--- config.mk ---
export PLATFORM = sky130hd
export DESIGN_NAME = hazard_unit_flat
export DESIGN_NICKNAME = d
export VERILOG_FILES = /design/src/rtl/hazard_unit_pkg.sv /design/src/rtl/hazard_unit_if.sv /design/src/rtl/hazard_unit_muldiv_timer.sv /design/src/rtl/hazard_unit.sv /design/src/flat_wrapper.sv
export SDC_FILE = /design/constraint.sdc
export NUM_CORES = 1
export LEC_CHECK = 0
export BUFFER_PORTS_ARGS = -buffer_cell sky130_fd_sc_hd__buf_2
export CORE_AREA = 2 2 39 41
export DETAILED_ROUTE_END_ITERATION = 10
export DIE_AREA = 0 0 41 43
export PLACE_DENSITY = 0.59
export SLEW_MARGIN = 30
export SYNTH_ARGS = -nofsm -noshare
export SYNTH_HDL_FRONTEND = slang
export SYNTH_SLANG_ARGS = --single-unit
--- constraint.sdc ---
create_clock -name vclk -period 0.9
set_input_delay 0.045 -clock vclk [all_inputs]
set_output_delay 0.045 -clock vclk [all_outputs]
set_load 0.01 [all_outputs]
--- src/rtl/hazard_unit_pkg.sv ---
`default_nettype none
// ============================================================================
//  Module      : hazard_unit_pkg
//  Description : Shared types and constants for the MINAv2 hazard/stall
//                controller (register address type, MUL/DIV FSM states).
//  Revision    : 1.0  initial release
// ============================================================================
package hazard_unit_pkg;

    // Architectural register index (32 registers).
    typedef logic [4:0] regaddr_t;

    // r0 is hard-wired to zero and never carries a dependency.
    localparam regaddr_t REG_ZERO = '0;

    // Width of the MUL/DIV occupancy down-counter (covers latency up to 16).
    localparam int unsigned MULDIV_CNT_W = 4;

    // MUL/DIV occupancy FSM states.
    typedef enum logic [1:0] {
        IDLE = 2'd0,
        BUSY = 2'd1,
        DONE = 2'd2
    } hazard_state_e;

    // True when an ID-stage source operand is really read and names rd.
    function automatic logic src_match(input logic used,
                                       input regaddr_t src,
                                       input regaddr_t rd);
        return used && (src == rd);
    endfunction

endpackage
`default_nettype wire

--- src/rtl/hazard_unit_if.sv ---
`default_nettype none
// ============================================================================
//  Module      : hazard_unit_if
//  Description : Pipeline-to-hazard-controller bundle: ID/EX hazard sources in,
//                per-register stall/flush/bubble enables out.
//                master = pipeline side, slave = hazard_unit.
//  Revision    : 1.0  initial release
// ============================================================================
interface hazard_unit_if;
    import hazard_unit_pkg::*;

    // Hazard sources from the ID and EX stages
    regaddr_t ra_addr_if_id;
    regaddr_t rb_addr_if_id;
    logic     ra_used_if_id;
    logic     rb_used_if_id;
    logic     valid_id_ex;
    logic     mem_read_id_ex;
    regaddr_t rd_addr_id_ex;
    logic     muldiv_id_ex;
    logic     branch_taken_ex;
    logic     mem_wait;

    // Pipeline register controls
    logic     pc_stall;
    logic     if_id_stall;
    logic     id_ex_stall;
    logic     ex_mem_stall;
    logic     mem_wb_stall;
    logic     if_id_flush;
    logic     id_ex_bubble;
    logic     ex_mem_bubble;
    logic     muldiv_busy;

    modport master (
        output ra_addr_if_id, rb_addr_if_id, ra_used_if_id, rb_used_if_id,
               valid_id_ex, mem_read_id_ex, rd_addr_id_ex, muldiv_id_ex,
               branch_taken_ex, mem_wait,
        input  pc_stall, if_id_stall, id_ex_stall, ex_mem_stall, mem_wb_stall,
               if_id_flush, id_ex_bubble, ex_mem_bubble, muldiv_busy
    );

    modport slave (
        input  ra_addr_if_id, rb_addr_if_id, ra_used_if_id, rb_used_if_id,
               valid_id_ex, mem_read_id_ex, rd_addr_id_ex, muldiv_id_ex,
               branch_taken_ex, mem_wait,
        output pc_stall, if_id_stall, id_ex_stall, ex_mem_stall, mem_wb_stall,
               if_id_flush, id_ex_bubble, ex_mem_bubble, muldiv_busy
    );

endinterface
`default_nettype wire

--- src/rtl/hazard_unit_muldiv_timer.sv ---
`default_nettype none
// ============================================================================
//  Module      : muldiv_timer
//  Description : Tracks how long a MUL/DIV op occupies EX. Stall is raised
//                from the entry cycle for LATENCY-1 cycles; the op leaves EX
//                in the following (DONE) cycle. freeze holds state and count.
//  Revision    : 1.0  initial release
// ============================================================================
module muldiv_timer
    import hazard_unit_pkg::*;
#(
    parameter int unsigned LATENCY = 8
) (
    input  wire logic clk,
    input  wire logic rst_n,
    input  wire logic start,
    input  wire logic freeze,
    output logic      stall,
    output logic      busy
);

    // Entry cycle is spent in IDLE and the last stall cycle sees cnt==0,
    // so BUSY is loaded with LATENCY-3 to give LATENCY-1 stall cycles.
    localparam logic [MULDIV_CNT_W-1:0] c_cnt_load =
        (LATENCY > 2) ? MULDIV_CNT_W'(LATENCY - 3) : '0;

    hazard_state_e             r_state;
    hazard_state_e             w_state_nxt;
    logic [MULDIV_CNT_W-1:0]   r_cnt;
    logic [MULDIV_CNT_W-1:0]   w_cnt_nxt;

    // State and counter register; held while data memory is waiting.
    always_ff @(posedge clk or negedge rst_n) begin
        if (!rst_n) begin
            r_state <= IDLE;
            r_cnt   <= '0;
        end else if (!freeze) begin
            r_state <= w_state_nxt;
            r_cnt   <= w_cnt_nxt;
        end
    end

    // Next-state, counter update and stall request.
    always_comb begin
        w_state_nxt = r_state;
        w_cnt_nxt   = r_cnt;
        stall       = 1'b0;
        case (r_state)
            IDLE: begin
                if (start) begin
                    stall = 1'b1;
                    if (LATENCY == 2) begin
                        w_state_nxt = DONE;
                    end else begin
                        w_state_nxt = BUSY;
                        w_cnt_nxt   = c_cnt_load;
                    end
                end
            end
            BUSY: begin
                stall = 1'b1;
                if (r_cnt == '0) begin
                    w_state_nxt = DONE;
                end else begin
                    w_cnt_nxt = r_cnt - 1'b1;
                end
            end
            DONE: begin
                // The op leaves EX now; never retrigger on it.
                w_state_nxt = IDLE;
            end
            default: begin
                w_state_nxt = IDLE;
            end
        endcase
    end

    assign busy = (r_state != IDLE);

endmodule
`default_nettype wire

--- src/rtl/hazard_unit.sv ---
`default_nettype none
// ============================================================================
//  Module      : hazard_unit
//  Description : MINAv2 hazard and stall controller. Resolves the hazards
//                forwarding cannot: data-memory wait, MUL/DIV occupancy,
//                taken-branch wrong path and load-use, in that priority.
//                Optional feature macro: HAZARD_MULDIV_EN (MUL/DIV timer).
//  Revision    : 1.0  initial release
// ============================================================================
module hazard_unit
    import hazard_unit_pkg::*;
#(
    parameter int unsigned MULDIV_LATENCY = 8
) (
    input  wire logic     clk,
    input  wire logic     rst_n,
    hazard_unit_if.slave  hz
);

    logic w_load_use;
    logic w_muldiv_stall;
    logic w_muldiv_busy;

    // A load in EX feeding an operand actually read in ID; r0 is exempt.
    assign w_load_use = hz.valid_id_ex && hz.mem_read_id_ex &&
                        (hz.rd_addr_id_ex != REG_ZERO) &&
                        (src_match(hz.ra_used_if_id, hz.ra_addr_if_id, hz.rd_addr_id_ex) ||
                         src_match(hz.rb_used_if_id, hz.rb_addr_if_id, hz.rd_addr_id_ex));

`ifdef HAZARD_MULDIV_EN
    muldiv_timer #(
        .LATENCY (MULDIV_LATENCY)
    ) u_muldiv_timer (
        .clk    (clk),
        .rst_n  (rst_n),
        .start  (hz.valid_id_ex && hz.muldiv_id_ex),
        .freeze (hz.mem_wait),
        .stall  (w_muldiv_stall),
        .busy   (w_muldiv_busy)
    );
`else
    // No MUL/DIV timer: the op is treated as single-cycle.
    localparam int unsigned c_latency_unused = MULDIV_LATENCY;
    logic [1:0] w_unused;
    assign w_unused       = {clk, hz.muldiv_id_ex};
    assign w_muldiv_stall = 1'b0;
    assign w_muldiv_busy  = 1'b0;
`endif

    // Priority encoder driving every pipeline register control.
    always_comb begin
        hz.pc_stall      = 1'b0;
        hz.if_id_stall   = 1'b0;
        hz.id_ex_stall   = 1'b0;
        hz.ex_mem_stall  = 1'b0;
        hz.mem_wb_stall  = 1'b0;
        hz.if_id_flush   = 1'b0;
        hz.id_ex_bubble  = 1'b0;
        hz.ex_mem_bubble = 1'b0;
        hz.muldiv_busy   = 1'b0;
        if (rst_n) begin
            hz.muldiv_busy = w_muldiv_busy;
            if (hz.mem_wait) begin
                // Freeze the whole pipe until data memory answers.
                hz.pc_stall     = 1'b1;
                hz.if_id_stall  = 1'b1;
                hz.id_ex_stall  = 1'b1;
                hz.ex_mem_stall = 1'b1;
                hz.mem_wb_stall = 1'b1;
            end else if (w_muldiv_stall) begin
                // Hold the op in EX; a taken branch waits for it to finish.
                hz.pc_stall      = 1'b1;
                hz.if_id_stall   = 1'b1;
                hz.id_ex_stall   = 1'b1;
                hz.ex_mem_bubble = 1'b1;
            end else if (hz.branch_taken_ex) begin
                // Squash both wrong-path instructions, including any load-use.
                hz.if_id_flush  = 1'b1;
                hz.id_ex_bubble = 1'b1;
            end else if (w_load_use) begin
                // One bubble; the load result is forwarded from MEM/WB after.
                hz.pc_stall     = 1'b1;
                hz.if_id_stall  = 1'b1;
                hz.id_ex_bubble = 1'b1;
            end
        end
    end

endmodule
`default_nettype wire

--- src/flat_wrapper.sv ---
// flat-port wrapper written by rule: the top's interface ports become plain ports
module hazard_unit_flat import hazard_unit_pkg::*;
#(
    parameter int unsigned MULDIV_LATENCY = 8
)
  (clk, rst_n, hz_ra_addr_if_id, hz_rb_addr_if_id, hz_ra_used_if_id, hz_rb_used_if_id, hz_valid_id_ex, hz_mem_read_id_ex, hz_rd_addr_id_ex, hz_muldiv_id_ex, hz_branch_taken_ex, hz_mem_wait, hz_pc_stall, hz_if_id_stall, hz_id_ex_stall, hz_ex_mem_stall, hz_mem_wb_stall, hz_if_id_flush, hz_id_ex_bubble, hz_ex_mem_bubble, hz_muldiv_busy);
  hazard_unit_if hz_i ();
  input  wire logic clk;
  input  wire logic rst_n;
  input wire logic [$bits(hz_i.ra_addr_if_id)-1:0] hz_ra_addr_if_id;
  input wire logic [$bits(hz_i.rb_addr_if_id)-1:0] hz_rb_addr_if_id;
  input wire logic [$bits(hz_i.ra_used_if_id)-1:0] hz_ra_used_if_id;
  input wire logic [$bits(hz_i.rb_used_if_id)-1:0] hz_rb_used_if_id;
  input wire logic [$bits(hz_i.valid_id_ex)-1:0] hz_valid_id_ex;
  input wire logic [$bits(hz_i.mem_read_id_ex)-1:0] hz_mem_read_id_ex;
  input wire logic [$bits(hz_i.rd_addr_id_ex)-1:0] hz_rd_addr_id_ex;
  input wire logic [$bits(hz_i.muldiv_id_ex)-1:0] hz_muldiv_id_ex;
  input wire logic [$bits(hz_i.branch_taken_ex)-1:0] hz_branch_taken_ex;
  input wire logic [$bits(hz_i.mem_wait)-1:0] hz_mem_wait;
  output wire logic [$bits(hz_i.pc_stall)-1:0] hz_pc_stall;
  output wire logic [$bits(hz_i.if_id_stall)-1:0] hz_if_id_stall;
  output wire logic [$bits(hz_i.id_ex_stall)-1:0] hz_id_ex_stall;
  output wire logic [$bits(hz_i.ex_mem_stall)-1:0] hz_ex_mem_stall;
  output wire logic [$bits(hz_i.mem_wb_stall)-1:0] hz_mem_wb_stall;
  output wire logic [$bits(hz_i.if_id_flush)-1:0] hz_if_id_flush;
  output wire logic [$bits(hz_i.id_ex_bubble)-1:0] hz_id_ex_bubble;
  output wire logic [$bits(hz_i.ex_mem_bubble)-1:0] hz_ex_mem_bubble;
  output wire logic [$bits(hz_i.muldiv_busy)-1:0] hz_muldiv_busy;
  assign hz_i.ra_addr_if_id = hz_ra_addr_if_id;
  assign hz_i.rb_addr_if_id = hz_rb_addr_if_id;
  assign hz_i.ra_used_if_id = hz_ra_used_if_id;
  assign hz_i.rb_used_if_id = hz_rb_used_if_id;
  assign hz_i.valid_id_ex = hz_valid_id_ex;
  assign hz_i.mem_read_id_ex = hz_mem_read_id_ex;
  assign hz_i.rd_addr_id_ex = hz_rd_addr_id_ex;
  assign hz_i.muldiv_id_ex = hz_muldiv_id_ex;
  assign hz_i.branch_taken_ex = hz_branch_taken_ex;
  assign hz_i.mem_wait = hz_mem_wait;
  assign hz_pc_stall = hz_i.pc_stall;
  assign hz_if_id_stall = hz_i.if_id_stall;
  assign hz_id_ex_stall = hz_i.id_ex_stall;
  assign hz_ex_mem_stall = hz_i.ex_mem_stall;
  assign hz_mem_wb_stall = hz_i.mem_wb_stall;
  assign hz_if_id_flush = hz_i.if_id_flush;
  assign hz_id_ex_bubble = hz_i.id_ex_bubble;
  assign hz_ex_mem_bubble = hz_i.ex_mem_bubble;
  assign hz_muldiv_busy = hz_i.muldiv_busy;
  hazard_unit #(.MULDIV_LATENCY(MULDIV_LATENCY)) u_core (.clk(clk), .rst_n(rst_n), .hz(hz_i));
endmodule
* Yosys cells after proc, flatten, opt, wreduce, memory -nomap -nowiden
Index checks and enable logic that the tools add are counted.
** Word-level totals
- Bits in writable memories :: 0
- Word-level logic and storage cells :: 21
- Output and inout port bits :: 9
- Memories :: 0
- Memory bits (read-only) :: 0
- Latch bits :: 0
- Register bits after elaboration :: 0
- Input bits :: 24
** Operators by class
- Shift operators :: 0
- $mul :: 0
- Div/mod/pow operators :: 0
- Muxes and demuxes :: 12
- Add/subtract/negate cells :: 0
- Reduce and logical (&&, ||, !) cells :: 7
- Bitwise operators :: 0
- $lt $le $gt $ge :: 0
- Eq/ne operators :: 2
** Operators with widths (count)
- $mux W1 :: 12
- $eq A5 B5 Y1 :: 2
- $logic_and A1 B1 Y1 :: 5
- $reduce_bool A5 Y1 :: 1
- $logic_or A1 B1 Y1 :: 1

* Longest topological paths before layout
Gate-level depths: netlist (run 1).
- Depth in word-level cells :: 8
- Depth in mapped cells :: 5
- Mapped depth without buffers :: 4

* Least setup slack after synthesis (run 1)
No wires, ideal clock.
- Path kind :: input port to output port
- From :: input port hz_rd_addr_id_ex[3]
- To :: output port hz_pc_stall
- Stages :: 5
- Buffers on the path :: 1
- Slack :: -0.174 ns
- Arrival :: 1.029 ns
- Data required time :: 0.855 ns
- Cells stage by stage :: xor2_1 > nor4_2 > a32oi_1 > o21bai_1 > buf_4
** On the way
- Longest elaborated chain between the ends :: 8
- Elaborated cells between the ends (all ways) :: 12
- Classes of those cells :: eq/ne (2); mux (4); reduce/logical (6)
** Ends and longest elaborated chain
- start, declared :: RTL line flat_wrapper.sv:16 : input wire logic [$bits(hz_i.rd_addr_id_ex)-1:0] hz_rd_addr_id_ex;
- $eq A5 B5 Y1 :: RTL line hazard_unit_pkg.sv:30 : return used && (src == rd);
- $logic_and A1 B1 Y1 :: RTL line hazard_unit_pkg.sv:30
- $logic_or A1 B1 Y1 :: RTL line hazard_unit.sv:27 : (src_match(hz.ra_used_if_id, hz.ra_addr_if_id, hz.rd_addr_id_ex) ||
- $logic_and A1 B1 Y1 (*) :: RTL line hazard_unit.sv:26 : (hz.rd_addr_id_ex != REG_ZERO) &&
- $mux W1 (*) (4 in series)
- end, declared :: RTL line flat_wrapper.sv:20 : output wire logic [$bits(hz_i.pc_stall)-1:0] hz_pc_stall;
Every way passes the cells marked *; elsewhere a longest branch is shown, timed or not.

* Final worst setup path (run 1)
- From :: input port hz_ra_addr_if_id[3]
- To :: output port hz_if_id_stall
** On the way
- Longest elaborated chain between the ends :: 8
** Ends and longest elaborated chain
- start, declared :: RTL line flat_wrapper.sv:10 : input wire logic [$bits(hz_i.ra_addr_if_id)-1:0] hz_ra_addr_if_id;
- $eq A5 B5 Y1 :: RTL line hazard_unit_pkg.sv:30
- $logic_and A1 B1 Y1 :: RTL line hazard_unit_pkg.sv:30
- $logic_or A1 B1 Y1 :: RTL line hazard_unit.sv:27
- $logic_and A1 B1 Y1 :: RTL line hazard_unit.sv:26
- $mux W1 :: RTL line hazard_unit.sv:80 : end else if (w_load_use) begin
- $mux W1 :: RTL line hazard_unit.sv:76 : end else if (hz.branch_taken_ex) begin
- $mux W1 :: RTL line hazard_unit.sv:63 : if (hz.mem_wait) begin
- $mux W1 :: RTL line hazard_unit.sv:61 : if (rst_n) begin
- end, declared :: RTL line flat_wrapper.sv:21 : output wire logic [$bits(hz_i.if_id_stall)-1:0] hz_if_id_stall;
No other way between the ends.

==> impl_results.md, run 1 <==
- Post-synthesis simple-gate area fraction: 0.330
- Grt total ovfl: 0
- Buffers on Ports: 29
- Tot Pwr: 0.160 mW
- Filler Cell Count: 158
- Filler-free cell count of the finished design: 73
- Critical Path RT: between 0.8 and 0.9 ns
- Seq_cells: 0
- Post-synthesis adder-cell area fraction: 0
- Hold Path Class: in -> out
- Initial core utilization: 0.165
- WL final: about 610 um
- Xor and xnor area share after synthesis: 0.385
- Initial antenna violation count: 0
- First-pass GRT wire length: 924 um
- Leak: 0.202 nW
- Multi-input gate area: 198 um2
- PwrDens: slightly above 400 nW/um2
- Hold Crit Start: hz_branch_taken_ex
- Crit share post-route: 1.19
- Met2 usage: 0.131
- Delay of the slowest cell on the worst path: 0.27 ns
- Worst Hold Path EP: hz_if_id_flush
- Main combinational cell family by area after synthesis: XOR/XNOR gates
- CP arrival: 1.03 ns
- YS warnings: 0
- Final setup vio count: 3
- Met1 Usage GRT: 0.0854
- Setup TNS: -0.510 ns
- Final min period: around 1.1 ns
- Vias in the first global route: 265
- CP cell instances: buf_6, xor2_1, nor4_2, a32oi_1, o21bai_2, buf_2
- RSZ-0062 raised after global routing: yes
- Via count: ~280
- Count of unique library cells instantiated by Yosys: 15
- Levels on crit path: 6
- ANT nets after route: 0
- Post-layout util: 0.281
- Crit end category: primary output
- # placed instances: 73
- Post-synthesis cell count: 31
- Chip Width: 41 um
- Status: finished, violations left
- Failing checks: setup timing
- Synth Cell Area: 228 um2
- CP top delay family: compound AO/OA/AOI/OAI gates
- Tot GR Track Use: 0.0699
- Post-synthesis compound-gate area fraction: 0.104
- DR WL/cell: 8.29 um
- Hold buffer count at CTS: 0
- Fin. Hold Viols: 0
- DRT Pass-1 Iters: 1
- Max Cap Viol: 0
- Hpwl dp: 550 um
- Most frequent cells in the layout: buf_2, xor2_1, buf_6
- Pin count of the biggest net entering global routing: 5
- Post-synthesis sequential area ratio: 0
- Die H: 43 um
- Worst setup margin: -0.171 ns
- Share of cells above drive strength 1: 0.561
- Slowest stage cell, crit path: nor4_2
- Placer Congestion: 0.608
- Mean Syn Cell Area: 7.35 um2
- Global route hottest layer: met2
- # clk buffers: 0
- Nets: 83
- DRC Markers: 0
- CP bufs+invs: 2
- Die area: roughly 1800 um2
- Vias per inst: 3.85
- Reg area: 0 um2
- Most common cell after layout, fill and taps aside: buf_2
- F_max: 934 MHz
- Area Overhead vs Synth: 70.9%
- Core Rows: 14
- Iter 0 DRT Violations: 0
- Multiplexer share of the synthesized area: 0
- Ant diodes: 0
- Post CTS Setup Buffer Count: 0
- CP Max Fanout: 2
- Crit start category: input pin
- Hold path depth: 3
- # IOs: 33
- Slew Viols, Final: 0
- CORE AREA: around 1400 um2
- GR Layer Usage met3: 0.00524
- Max IR drop VDD: between 0.08 and 0.09 mV
- Setup Crit Path Kind: in -> out
## layout make-up
| cell class | instances | area share |
|---|---|---|
| well taps | 16 | 0.0514 |
| multi-input cells | 27 | 0.508 |
| repair buffers | 30 | 0.441 |
## power breakdown
part	switching, mW	internal [mW]	leakage, nW
sequential	0	0	0
combinational	0.0709	0.0894	0.202
clock	0	0	0
total	0.0709	0.0894	0.202
## cell usage after synthesis (all sizes together)
library cell / n / area (um2)
nor2b: 2 / 12.5
nor3: 1 / 5.00
xor2: 8 / 70.1
a32oi: 1 / 8.76
buf: 5 / 37.5
nand2: 1 / 3.75
conb: 1 / 3.75
nor4: 2 / 18.8
o21bai: 2 / 15.0
nor2: 1 / 3.75
nand4: 2 / 12.5
and2: 3 / 18.8
xnor2: 2 / 17.5
## worst max path at each step
stage                              from               to  slack [ns]
floorplan           hz_rd_addr_id_ex[3]      hz_pc_stall       -0.07
CTS                 hz_ra_addr_if_id[3]   hz_if_id_stall       -0.19
finish              hz_ra_addr_if_id[3]   hz_if_id_stall       -0.17
detailed placement  hz_rd_addr_id_ex[3]  hz_id_ex_bubble       -0.23
global placement    hz_rd_addr_id_ex[3]  hz_id_ex_bubble       -0.25
global route        hz_rd_addr_id_ex[4]      hz_pc_stall       -0.24
## cell families (layout without fill, tap and decap cells)
group,after synthesis,after routing
other,1,2
XOR/XNOR,10,10
buffers and inverters,5,30
AND/OR/NAND/NOR,12,12
AO/OA/AOI/OAI,3,3
## stage by stage
stage	hold slack [ns]	worst slack [ns]	instance area (um2)
2_1_floorplan	0.229	-0.0717	235
3_3_place_gp	0.429	-0.247	370
3_5_place_dp	0.424	-0.232	370
4_1_cts	0.427	-0.194	389
5_1_grt	0.452	-0.239	389
6_report	0.421	-0.171	389
## repair_timing
| action | in CTS | in global routing |
|---|---|---|
| resized for setup | 4 | 0 |
| setup endpoints to repair | 3 | 3 |
| pin swaps | 6 | 0 |
## worst min-delay path: stages
cell and delay (ns):
buf_2 0.08, and2_1 0.12, buf_2 0.13
## per-layer routing
layer	up-vias	wire length [um]
li1	153	-
met4	0	0
met5	-	0
met2	16	301
met1	112	227
met3	0	76
(Power assumes the default switching activity.)
==> run 2: changes to the inputs <==
==> constraint.sdc (replaced) <==
create_clock -name vclk -period 0.9
set_input_delay 0 -clock vclk [all_inputs]
set_output_delay 0 -clock vclk [all_outputs]
set_load 0.05 [all_outputs]
==> impl_results.md, run 2 (synthesis results as in run 1) <==
- Die area: 1760 um2 (unchanged)
- RSZ-0062 raised after global routing: yes (unchanged)
- Max Cap Viol: 0 (unchanged)
- Setup TNS: -0.645 ns (was -0.510 ns)
- Failing checks: setup timing (unchanged)
- Reg area: 0 um2 (unchanged)
- Initial core utilization: 0.165 (unchanged)
- Setup Crit Path Kind: in -> out (unchanged)
- Crit share post-route: 1.25 (was 1.19)
- # placed instances: 73 (unchanged)
- Post-DP Area: 382 um2 (was 370 um2)
- Core Rows: 14 (unchanged)
- Placer Congestion: 0.640 (was 0.608)
- Grt total ovfl: 0 (unchanged)
- Share of cells above drive strength 1: 0.632 (was 0.561)
- F_max: 891 MHz (was 934 MHz)
- Final min period: 1.12 ns (was 1.07 ns)
- Crit end category: primary output (unchanged)
- DRC Markers: 0 (unchanged)
- WL final: 650 um (was 605 um)
- Crit start category: input pin (unchanged)
- Slew Viols, Final: 0 (unchanged)
- Filler Cell Count: 161 (was 158)
- CP arrival: 1.12 ns (was 1.03 ns)
- CP dominant cell by count: buf_6
- PwrDens: 568 nW/um2 (was 412 nW/um2)
- Combinational fraction of design power: 1.000 (about the same)
- Final setup vio count: 3 (unchanged)
- Status: finished, violations left (unchanged)
- Most common cell after layout, fill and taps aside: buf_2 (unchanged)
- # IOs: 33 (unchanged)
- Worst setup margin: -0.222 ns (was -0.171 ns)
- Post CTS Setup Buffer Count: 0 (unchanged)
- Nets: 83 (unchanged)
- Buffers on Ports: 29 (unchanged)
- DRT Pass-1 Iters: 1 (unchanged)
- Chip Width: 41 um (unchanged)
- Post-route cell area: 434 um2 (was 389 um2)
- Part of the power in registers: 0 (about the same)
- P_int: 0.102 mW (was 0.0894 mW)
- Max IR drop VDD: 0.157 mV (was 0.0836 mV)
- CORE AREA: 1380 um2 (unchanged)
- Ant diodes: 0 (unchanged)
- Area Overhead vs Synth: 90.7% (was 70.9%)
- Seq_cells: 0 (unchanged)
- Hold Path Class: in -> out (unchanged)
- Clock power share: 0 (about the same)
- Vias per inst: 4.03 (was 3.85)
- Vias in the first global route: 299 (was 265)
- Die H: 43 um (unchanged)
- Iter 0 DRT Violations: 0 (unchanged)
- Multi-input gate area: 230 um2 (was 198 um2)
- Via count: 294 (was 281)
- Critical Path RT: 0.90 ns (was 0.85 ns)
- Filler-free cell count of the finished design: 73 (unchanged)
- Post-layout util: 0.314 (was 0.281)
- Fin. Hold Viols: 0 (unchanged)
- Hold buffer count at CTS: 0 (unchanged)
- DR WL/cell: 8.90 um (was 8.29 um)
- # clk buffers: 0 (unchanged)
- Switching power: 0.145 mW (was 0.0709 mW)
- First-pass GRT wire length: 1.11 mm (was 924 um)
- CP bufs+invs: 2 (unchanged)
- CP cell instances: buf_6, xor2_2, nor4_2, a32oi_2, o21bai_4, buf_6 (was buf_6, xor2_1, nor4_2, a32oi_1, o21bai_2, buf_2)
- Switch share: 0.589 (was 0.442)
- ANT nets after route: 0 (unchanged)
- Initial antenna violation count: 0 (unchanged)
- CP Max Fanout: 2 (unchanged)
- CP top delay family: compound AO/OA/AOI/OAI gates (unchanged)
- Most frequent cells in the layout: buf_2, xor2_1, buf_6 (unchanged)
- Slowest stage cell, crit path: nor4_2 (unchanged)
- Pin count of the biggest net entering global routing: 5 (unchanged)
- Delay of the slowest cell on the worst path: 0.31 ns (was 0.27 ns)
- Tot GR Track Use: 0.0850 (was 0.0699)
- Dpl ws: -0.317 ns (was -0.232 ns)
- Leak: 0.214 nW (was 0.202 nW)
run 2: cell types whose count changed in the layout (fill, tap and decap cells not counted):
cell / delta
xor2_1: -1
buf_6: +2
a32oi_1: -1
o21bai_1: -1
xor2_2: +1
buf_2: -2
o21bai_4: +1
a32oi_2: +1
nor4_2: +1
nor4_1: -1
run 2: power groups by stage:
stage / logic, mW / registers [mW] / clock network (mW)
after global placement: 0.222 / 0 / 0
after CTS: 0.245 / 0 / 0
after global routing: 0.266 / 0 / 0
after detailed placement: 0.223 / 0 / 0
after floorplan: 0.155 / 0 / 0
final: 0.247 / 0 / 0
run 2: per-stage QoR:
| stage | hold slack (ns) | power (mW) |
|---|---|---|
| 2_1_floorplan | 0.251 | 0.155 |
| 3_5_place_dp | 0.434 | 0.223 |
| 3_3_place_gp | 0.435 | 0.222 |
| 6_report | 0.401 | 0.247 |
| 4_1_cts | 0.408 | 0.245 |
| 5_1_grt | 0.423 | 0.266 |
run 2: layout make-up:
| type | count | share of cell area |
|---|---|---|
| tap | 16 | 0.0461 |
| timing repair buffer | 30 | 0.424 |
| multi-input combinational | 27 | 0.530 |
run 2: path summary, 6_finish.rpt:
| path | from | end | cells past startpoint |
|---|---|---|---|
| worst max-delay path | hz_ra_addr_if_id[1] | hz_if_id_stall | 6 |
| worst min-delay path | hz_mem_read_id_ex | hz_id_ex_bubble | 4 |
run 2: what timing repair did:
item / CTS / global route
pin swaps: 4 / 1
gates resized for setup: 11 / 1
setup endpoints to repair: 3 / 3
run 2: routing by layer:
layer	global-route usage	vias to the layer above	wire (um)
met2	0.175	17	340
met4	0	0	0
met1	0.0921	127	239
met3	0	0	69
met5	0	-	0
li1	-	150	-
